**src/rtl/weight_pack_pkg.sv**
```systemverilog
// Shared types and defaults for the weight row packer.
package weight_pack_pkg;

  // Job control states.
  typedef enum logic [1:0] {
    IDLE  = 2'd0,
    RUN   = 2'd1,
    DRAIN = 2'd2
  } state_e;

  localparam int BW_DEF    = 4;
  localparam int COL_DEF   = 8;
  localparam int DEPTH_DEF = 4;

  // Row width is one symbol per column.
  function automatic int row_width(input int bw, input int col);
    return bw * col;
  endfunction

  localparam int ROW_W_DEF = row_width(BW_DEF, COL_DEF);

endpackage

```
**src/rtl/row_fifo.sv**
```systemverilog
// Synchronous row FIFO. A push while full is accepted only when a pop
// happens in the same cycle (the write lands in the slot being freed).
module row_fifo
  import weight_pack_pkg::*;
#(
  parameter int WIDTH = ROW_W_DEF,
  parameter int DEPTH = DEPTH_DEF
) (
  input  logic             clk,
  input  logic             rst_n,
  input  logic             push,
  input  logic             pop,
  input  logic [WIDTH-1:0] din,
  output logic [WIDTH-1:0] dout,
  output logic             full,
  output logic             empty
);

  localparam int AW = (DEPTH > 1) ? $clog2(DEPTH) : 1;
  localparam logic [AW:0] CNT_FULL = (AW+1)'(DEPTH);

  logic [WIDTH-1:0] r_mem [DEPTH];
  logic [AW-1:0]    r_wp;
  logic [AW-1:0]    r_rp;
  logic [AW:0]      r_cnt;
  logic             w_push_ok;
  logic             w_pop_ok;

  assign full      = (r_cnt == CNT_FULL);
  assign empty     = (r_cnt == '0);
  assign w_pop_ok  = pop && !empty;
  assign w_push_ok = push && (!full || w_pop_ok);
  assign dout      = r_mem[r_rp];

  // Storage, pointers and occupancy; storage is cleared so the head reads 0 after reset.
  always_ff @(posedge clk or negedge rst_n) begin
    if (!rst_n) begin
      for (int i = 0; i < DEPTH; i++) r_mem[i] <= '0;
      r_wp  <= '0;
      r_rp  <= '0;
      r_cnt <= '0;
    end else begin
      if (w_push_ok) begin
        r_mem[r_wp] <= din;
        r_wp        <= r_wp + 1'b1;
      end
      if (w_pop_ok) r_rp <= r_rp + 1'b1;
      case ({w_push_ok, w_pop_ok})
        2'b10:   r_cnt <= r_cnt + 1'b1;
        2'b01:   r_cnt <= r_cnt - 1'b1;
        default: r_cnt <= r_cnt;
      endcase
    end
  end

endmodule

```
**src/rtl/weight_row_packer.sv**
```systemverilog
// Packs BW-bit weight symbols into COL-wide rows and streams them to L0
// through a small row buffer. The input side cannot stall: rows completing
// into a full buffer with no concurrent pop are dropped and flagged.
// Optional macro WEIGHT_PACKER_FLUSH_EN adds a 'flush' input that closes
// the current partial row (zero-filled) and ends the job.
module weight_row_packer
  import weight_pack_pkg::*;
#(
  parameter int BW    = BW_DEF,
  parameter int COL   = COL_DEF,
  parameter int DEPTH = DEPTH_DEF
) (
  input  logic                 clk,
  input  logic                 reset_n,
`ifdef WEIGHT_PACKER_FLUSH_EN
  input  logic                 flush,
`endif
  input  logic                 start,
  input  logic [15:0]          num_rows,
  input  logic [BW-1:0]        symbol_in,
  input  logic                 symbol_valid,
  input  logic                 l0_full,
  output logic                 l0_wr,
  output logic [BW*COL-1:0]    l0_din,
  output logic                 busy,
  output logic                 done,
  output logic                 overflow
);

  localparam int ROW_W = row_width(BW, COL);
  localparam int KW    = (COL > 1) ? $clog2(COL) : 1;
  localparam logic [KW-1:0] K_LAST = KW'(COL - 1);

  state_e           r_state;
  state_e           w_state_nxt;
  logic [KW-1:0]    r_k;
  logic [ROW_W-1:0] r_asm;
  logic [15:0]      r_num_rows;
  logic [15:0]      r_rows;
  logic [15:0]      w_rows_inc;
  logic             r_ovf;
  logic             r_zero_done;

  logic             w_flush;
  logic             w_take;
  logic             w_row_done;
  logic             w_flush_row;
  logic             w_push;
  logic             w_pop;
  logic             w_drop;
  logic             w_full;
  logic             w_empty;
  logic [ROW_W-1:0] w_asm_ins;
  logic [ROW_W-1:0] w_head;

`ifdef WEIGHT_PACKER_FLUSH_EN
  assign w_flush = flush;
`else
  assign w_flush = 1'b0;
`endif

  assign w_take      = (r_state == RUN) && symbol_valid;
  assign w_row_done  = w_take && (r_k == K_LAST);
  // A flush closes a partial row only if it holds at least one symbol.
  assign w_flush_row = (r_state == RUN) && w_flush && !w_row_done &&
                       ((r_k != '0) || w_take);
  assign w_push      = w_row_done || w_flush_row;
  assign w_pop       = !w_empty && !l0_full;
  assign w_drop      = w_push && w_full && !w_pop;
  assign w_rows_inc  = r_rows + 16'd1;

  assign l0_wr    = w_pop;
  assign l0_din   = w_head;
  assign overflow = r_ovf;

  // Assembly row with this cycle's symbol placed; unused lanes stay zero
  // because the register is cleared on every push.
  always_comb begin
    w_asm_ins = r_asm;
    if (w_take) w_asm_ins[int'(r_k)*BW +: BW] = symbol_in;
  end

  // Job state register.
  always_ff @(posedge clk or negedge reset_n) begin
    if (!reset_n) r_state <= IDLE;
    else          r_state <= w_state_nxt;
  end

  // Next state plus status outputs.
  always_comb begin
    w_state_nxt = r_state;
    busy        = 1'b0;
    done        = r_zero_done;
    case (r_state)
      IDLE: begin
        if (start && (num_rows != 16'd0)) w_state_nxt = RUN;
      end
      RUN: begin
        busy = 1'b1;
        if (w_flush || (w_push && (w_rows_inc == r_num_rows))) w_state_nxt = DRAIN;
      end
      DRAIN: begin
        busy = 1'b1;
        if (w_empty) begin
          done        = 1'b1;
          w_state_nxt = IDLE;
        end
      end
      default: w_state_nxt = IDLE;
    endcase
  end

  // Lane index, assembly register, row count and sticky overflow.
  always_ff @(posedge clk or negedge reset_n) begin
    if (!reset_n) begin
      r_k         <= '0;
      r_asm       <= '0;
      r_num_rows  <= '0;
      r_rows      <= '0;
      r_ovf       <= 1'b0;
      r_zero_done <= 1'b0;
    end else begin
      r_zero_done <= 1'b0;
      if ((r_state == IDLE) && start) begin
        r_num_rows  <= num_rows;
        r_k         <= '0;
        r_asm       <= '0;
        r_rows      <= '0;
        r_ovf       <= 1'b0;
        r_zero_done <= (num_rows == 16'd0);
      end else if (r_state == RUN) begin
        if (w_push) begin
          r_asm  <= '0;
          r_k    <= '0;
          r_rows <= w_rows_inc;
          if (w_drop) r_ovf <= 1'b1;
        end else if (w_take) begin
          r_asm <= w_asm_ins;
          r_k   <= r_k + 1'b1;
        end
      end
    end
  end

  row_fifo #(.WIDTH(ROW_W), .DEPTH(DEPTH)) u_fifo (
    .clk   (clk),
    .rst_n (reset_n),
    .push  (w_push),
    .pop   (w_pop),
    .din   (w_asm_ins),
    .dout  (w_head),
    .full  (w_full),
    .empty (w_empty)
  );

endmodule

```
**config.mk**
```make
export PLATFORM = sky130hd
export DESIGN_NAME = weight_row_packer
export DESIGN_NICKNAME = d
export VERILOG_FILES = /design/src/rtl/weight_pack_pkg.sv /design/src/rtl/row_fifo.sv /design/src/rtl/weight_row_packer.sv
export SDC_FILE = /design/constraint.sdc
export NUM_CORES = 1
export LEC_CHECK = 0
export ABC_AREA = 1
export CORE_UTILIZATION = 40
export CTS_CLUSTER_SIZE = 10
export DETAILED_ROUTE_END_ITERATION = 6
export PLACE_DENSITY = 0.59
export SYNTH_ARGS = -nofsm -noshare
export SYNTH_HDL_FRONTEND = slang
export SYNTH_SLANG_ARGS = --single-unit
```
**constraint.sdc**
```tcl
create_clock -name clk -period 6.8 [get_ports clk]
set_clock_uncertainty 0.15 [all_clocks]
set_input_delay 1.7 -clock clk [delete_from_list [all_inputs] [get_ports clk]]
set_output_delay 1.7 -clock clk [all_outputs]
set_load 0.02 [all_outputs]
```
Yosys cells after proc, flatten, opt, wreduce, memory -nomap -nowiden:

Cells that the tools add are included.

* input port bits: 25
* bits in registers: 206

* add/subtract/negate cells: 7
* $lt $le $gt $ge: 3
* reduce and logical (&&, ||, !) cells: 30
* shift operators: 2
* bitwise logic cells: 2
* mux-type cells: 32
* eq/ne operators: 10

Operators by type and width (count)
* two-way mux 32 bit: 8
* bitwise mux 128 bit: 1
* binary-select mux 32 bit (select 2 bit): 1
* demux 32 bit (select 2 bit): 1
* two-way mux 16 bit: 3
* negation 5 -> 33 bit: 1
* variable shift 4 x 33 -> 32 bit (first input constant): 1
* variable part select 4 x 33 -> 32 bit: 1
* bitwise mux 32 bit: 1
* adder 16 x 1 -> 16 bit (second input constant): 1
* == test 16 bit: 1
* zero test 16 bit: 1
* nonzero test 16 bit: 1
* two-way mux 3 bit: 4
* logical AND 1 bit: 11
* two-way mux 1 bit: 8
* nonzero test 2 bit: 4
* adder 3 x 1 -> 3 bit (second input constant): 2
* == test 3 bit (second input constant): 2
* >= comparator 3 bit (second input constant): 2
* two-way mux 2 bit: 3
* inverter 2 -> 3 bit: 2
* one-hot mux 2 bit (3 select lines): 1
* one-hot mux 3 bit (2 select lines): 1
* other kinds (15): 24

Longest topological paths before layout:

* word-level depth: 9
* depth in mapped cells: 16
* mapped depth without buffers: 16

By module:

Synthesis repeated with hierarchy kept, for this count alone.

* cells, all modules: 1367
* area, all modules: 10696.5 µm²

By module, submodules not included
* row_fifo: times used 1, cells an instance 802, area each 6552.5 µm²
* weight_row_packer: times used 1, cells an instance 565, area each 4144.0 µm²

Worst setup path before layout:

No wires, ideal clock.

* kind: in2out
* start: in l0_full
* end: out l0_wr
* buffers on the path: 0
* data arrival time: 1.958 ns
* slack: 2.992 ns
* cell stages on the path: 3
* cells stage by stage: inv_1 > nand2_1 > inv_1

* word-level cells in the longest chain between the ends: 2

Ends and longest elaborated chain
* start: declaration: line weight_row_packer.sv:22 `input logic l0_full,`
* zero test 1 bit: line weight_row_packer.sv:68 `assign w_pop = !w_empty && !l0_full;`
* logical AND 1 bit: line weight_row_packer.sv:68
* end: declaration: line weight_row_packer.sv:23 `output logic l0_wr,`

Every way passes these cells.

Worst setup path after layout:

Ends and elaborated chain as after synthesis.

==> results.yml <==
synthesis:
  ys_async_sr_fraction: 1.00
  syn_area_um2: 9570
  synth-compound-area-share: 0.159
  synth-seq-area-share: 0.539
  synth_edf_count: 0
  syn_inst: 1125
  yosysTopAreaCellShare: 0.539
  synthAdderAreaFrac: 0.0217
  yosysUniqueCellTypes: 36
  yosysTopAreaCell: "dfrtp_1"
  synth-seq-cells: 206
  ys_warn_count: 0
  yosys_most_used_dff: "dfrtp_1"
  synth_area_leaders: "dfrtp_1 54%, o21ai_0 12%, nand2_1 11%"
  synthSimpleGateAreaFrac: 0.224
  synth_most_common_cell: "nand2_1"
  synth_xor_area_frac: 0.00824
  synth_top_family_by_area: "simple AND/OR/NAND/NOR gates"
  syn_nets: 1166
  synth_mux_area_frac: 0.00314
  avgSynthCellArea_um2: 8.51
  synth_common_cells: "283 x nand2_1, 233 x o21ai_0, 206 x dfrtp_1"
drt:
  wl_per_cell_um: 15.7
  drc: 0
  drtAntennaViolNets: 0
  dr.first_iter.drc_count: 484
  vias: 7665
  first_pass_iters: 5
  vias_per_cell: 5.15
  routed_wl_mm: 23.4
worst_hold_path:
  hold_end: "u_fifo.r_mem[65]$_DFFE_PN0P_"
  holdPathStages: 2
  hp-class: "reg -> reg"
  min_from: "u_fifo.r_mem[65]$_DFFE_PN0P_"
grt:
  grt.total_usage: 0.201
  grt_pass1_wl_mm: 39.3
  grt_pass1_vias: 7341
  antenna_found_initial: 0
  grt_max_degree: 120
  grt_overflow: 0
worst_setup_path:
  reg2reg_to: "r_rows[11]$_DFFE_PN0P_"
  cpPeakStageDelay_ns: 0.60
  cp_cell_sequence: "clkdlybuf4s50_1 -> inv_1 -> nand2_1 -> inv_1 -> clkdlybuf4s50_1"
  cp.required_ns: 4.95
  start_kind: "input pin"
  regToRegSetupSlack_ns: 3.68
  cp-end-kind: "output pin"
  worstSetupPathType: "in -> out"
  cp_slowest_cell: "clkdlybuf4s50_1"
  path_buf_inv: 4
  crit_fanout: 3
  timing.rr.start: "r_k[0]$_DFFE_PN0P_"
  arrival_ns: 2.93
  crit_family: "buffers and inverters"
  r2r_cells: 8
cts:
  cts_sinks: 206
  post_cts_resized: 0
  htree_levels: 1
  cts_tree: "yes"
  clkTransAtPathRegs_ns: 0.05
  cts_hold_buf: 0
  cts_buffers: 25
  cts_setup_buffers: 0
  cts_buffer_depth: 3
  clock_latency_ns: 0.51
  cts-root-buf: "clkbuf_16"
die:
  die_y_um: 157
  die-area_um2: 24600
  coreArea_um2: 23500
  io_pins: 61
  rows: 56
  die_x_um: 157
  start_util: 0.408
pwr:
  ir_drop_uv: 200
  p_int_mw: 2.52
  switching_share: 0.367
  switching_power_mw: 1.46
  sequentialPowerShare: 0.347
  p_per_area_nw_per_um2: 358
  leakage_nw: 4.92
  comb_power_share: 0.362
  p_clk_frac: 0.291
sta:
  setup-violations-final: 0
  tightestPinTransition_ns: 0.835
  tns_ns: 0
  fmaxAchievable_mhz: 209
  max_slew_margin: 0.442
  maxSlewViolCount: 0
  fin_crit_sh: 0.703
  hold_viol_final: 0
  setup_ws_ns: 2.02
  fin_hold_ws_ns: 0.325
  rsz0062_at_grt: "no"
  period_needed_ns: 4.78
place:
  hpwl_mm: 14.3
  portBuffers: 60
  dp_cells: 1457
  gp_congestion: 0.845
  dpl_worst_slack_ns: 2.02
finish:
  nFillCells: 2321
  area_growth_pct: 16.2
  diodes: 0
  multi_input_area_um2: 3980
  regArea_um2: 5160
  drive_gt1_frac: 0.0658
  finish.net_count: 1206
  fin_cells: 1489
flow_run:
  max-cap-violations: 0
outcome:
  status: "complete, no violations"
==> metal layers <==
layer,GRT usage,vias to the layer above,share of wire
met5,0,-,0
met4,0.0444,0,0.012
met3,0.0246,24,0.037
met2,0.335,128,0.47
met1,0.281,3666,0.48
li1,-,3847,-
==> cell type report <==
type | count | share of cell area
timing repair buffer | 70 | 0.0622
clock inverter | 2 | 0.00157
multi-input combinational | 804 | 0.358
clock buffer | 30 | 0.0597
sequential | 206 | 0.463
tap | 319 | 0.0359
inverter | 58 | 0.0196
==> sequential cells by signal, summed over array words and instances (netlist names) <==
| signal | cells |
|---|---|
| overflow | 1 |
| r_asm | 32 |
| r_k | 3 |
| r_num_rows | 16 |
| r_rows | 16 |
| r_state | 2 |
| r_zero_done | 1 |
| u_fifo.r_cnt | 3 |
| u_fifo.r_mem | 128 |
| u_fifo.r_rp | 2 |
| u_fifo.r_wp | 2 |
==> tightest hold or removal path, cell delays in order, from the launching register on <==
cell     delay, ns
dfrtp_1       0.33
nand2_1       0.05
o21ai_0       0.06
==> stage by stage <==
| stage | total power, mW | area, um^2 | util |
|---|---|---|---|
| floorplan | 2.30 | 9570 | - |
| CTS | 4.04 | 11100 | 0.474 |
| global route | 4.25 | 11100 | 0.474 |
| detailed placement | 2.87 | 10400 | 0.445 |
| global placement | 2.86 | 10400 | 0.445 |
| finish | 3.98 | 11100 | 0.474 |
==> power by group through the flow <==
stage	sequential, mW	combinational, mW	clock, mW
after floorplan	1.38	0.920	0
after CTS	1.38	1.47	1.19
after global placement	1.40	1.46	0
after detailed placement	1.40	1.47	0
final	1.38	1.44	1.16
after global routing	1.39	1.61	1.24
==> cell families (layout without fill, tap and decap cells) <==
family                   count (synthesis)  count (layout)
multiplexers                             3               3
flip-flops                             206             206
adder cells (fa/ha/maj)                 16              16
AO/OA/AOI/OAI                          291             291
buffers and inverters                  115             160
AND/OR/NAND/NOR                        487             487
XOR/XNOR                                 7               7
==> layout by cell type, fill, tap and decap left out, types with 2 or more instances in the layout <==
cell	n
nand2_1	283
o21ai_0	233
dfrtp_1	205
nor2_1	88
clkdlybuf4s50_1	59
inv_1	51
o22ai_1	42
nor3_1	37
nand3_1	33
clkbuf_16	25
ha_1	15
nand4_1	9
nand2_2	9
buf_4	9
nor2_4	7
a21oi_1	6
o21ai_1	6
inv_2	5
nor2_2	5
nand3b_1	5
xor2_1	5
nor4_1	4
nor3_4	3
mux2i_1	3
clkbuf_1	3
clkbuf_8	3
nor4_4	2
clkinv_1	2
inv_6	2
==> how the worst max path moves through the flow <==
stage                     end                       start  slack (ns)  depth (start not counted)
floorplan               l0_wr                     l0_full        2.99                          3
global placement        l0_wr                     l0_full        2.02                          5
detailed placement      l0_wr                     l0_full        2.02                          5
CTS                     l0_wr                     l0_full        2.02                          5
global route        l0_din[0]  u_fifo.r_rp[0]$_DFFE_PN0P_        1.89                          5
finish                  l0_wr                     l0_full        2.02                          5
No activity file was read; power rests on OpenSTA's default activity.
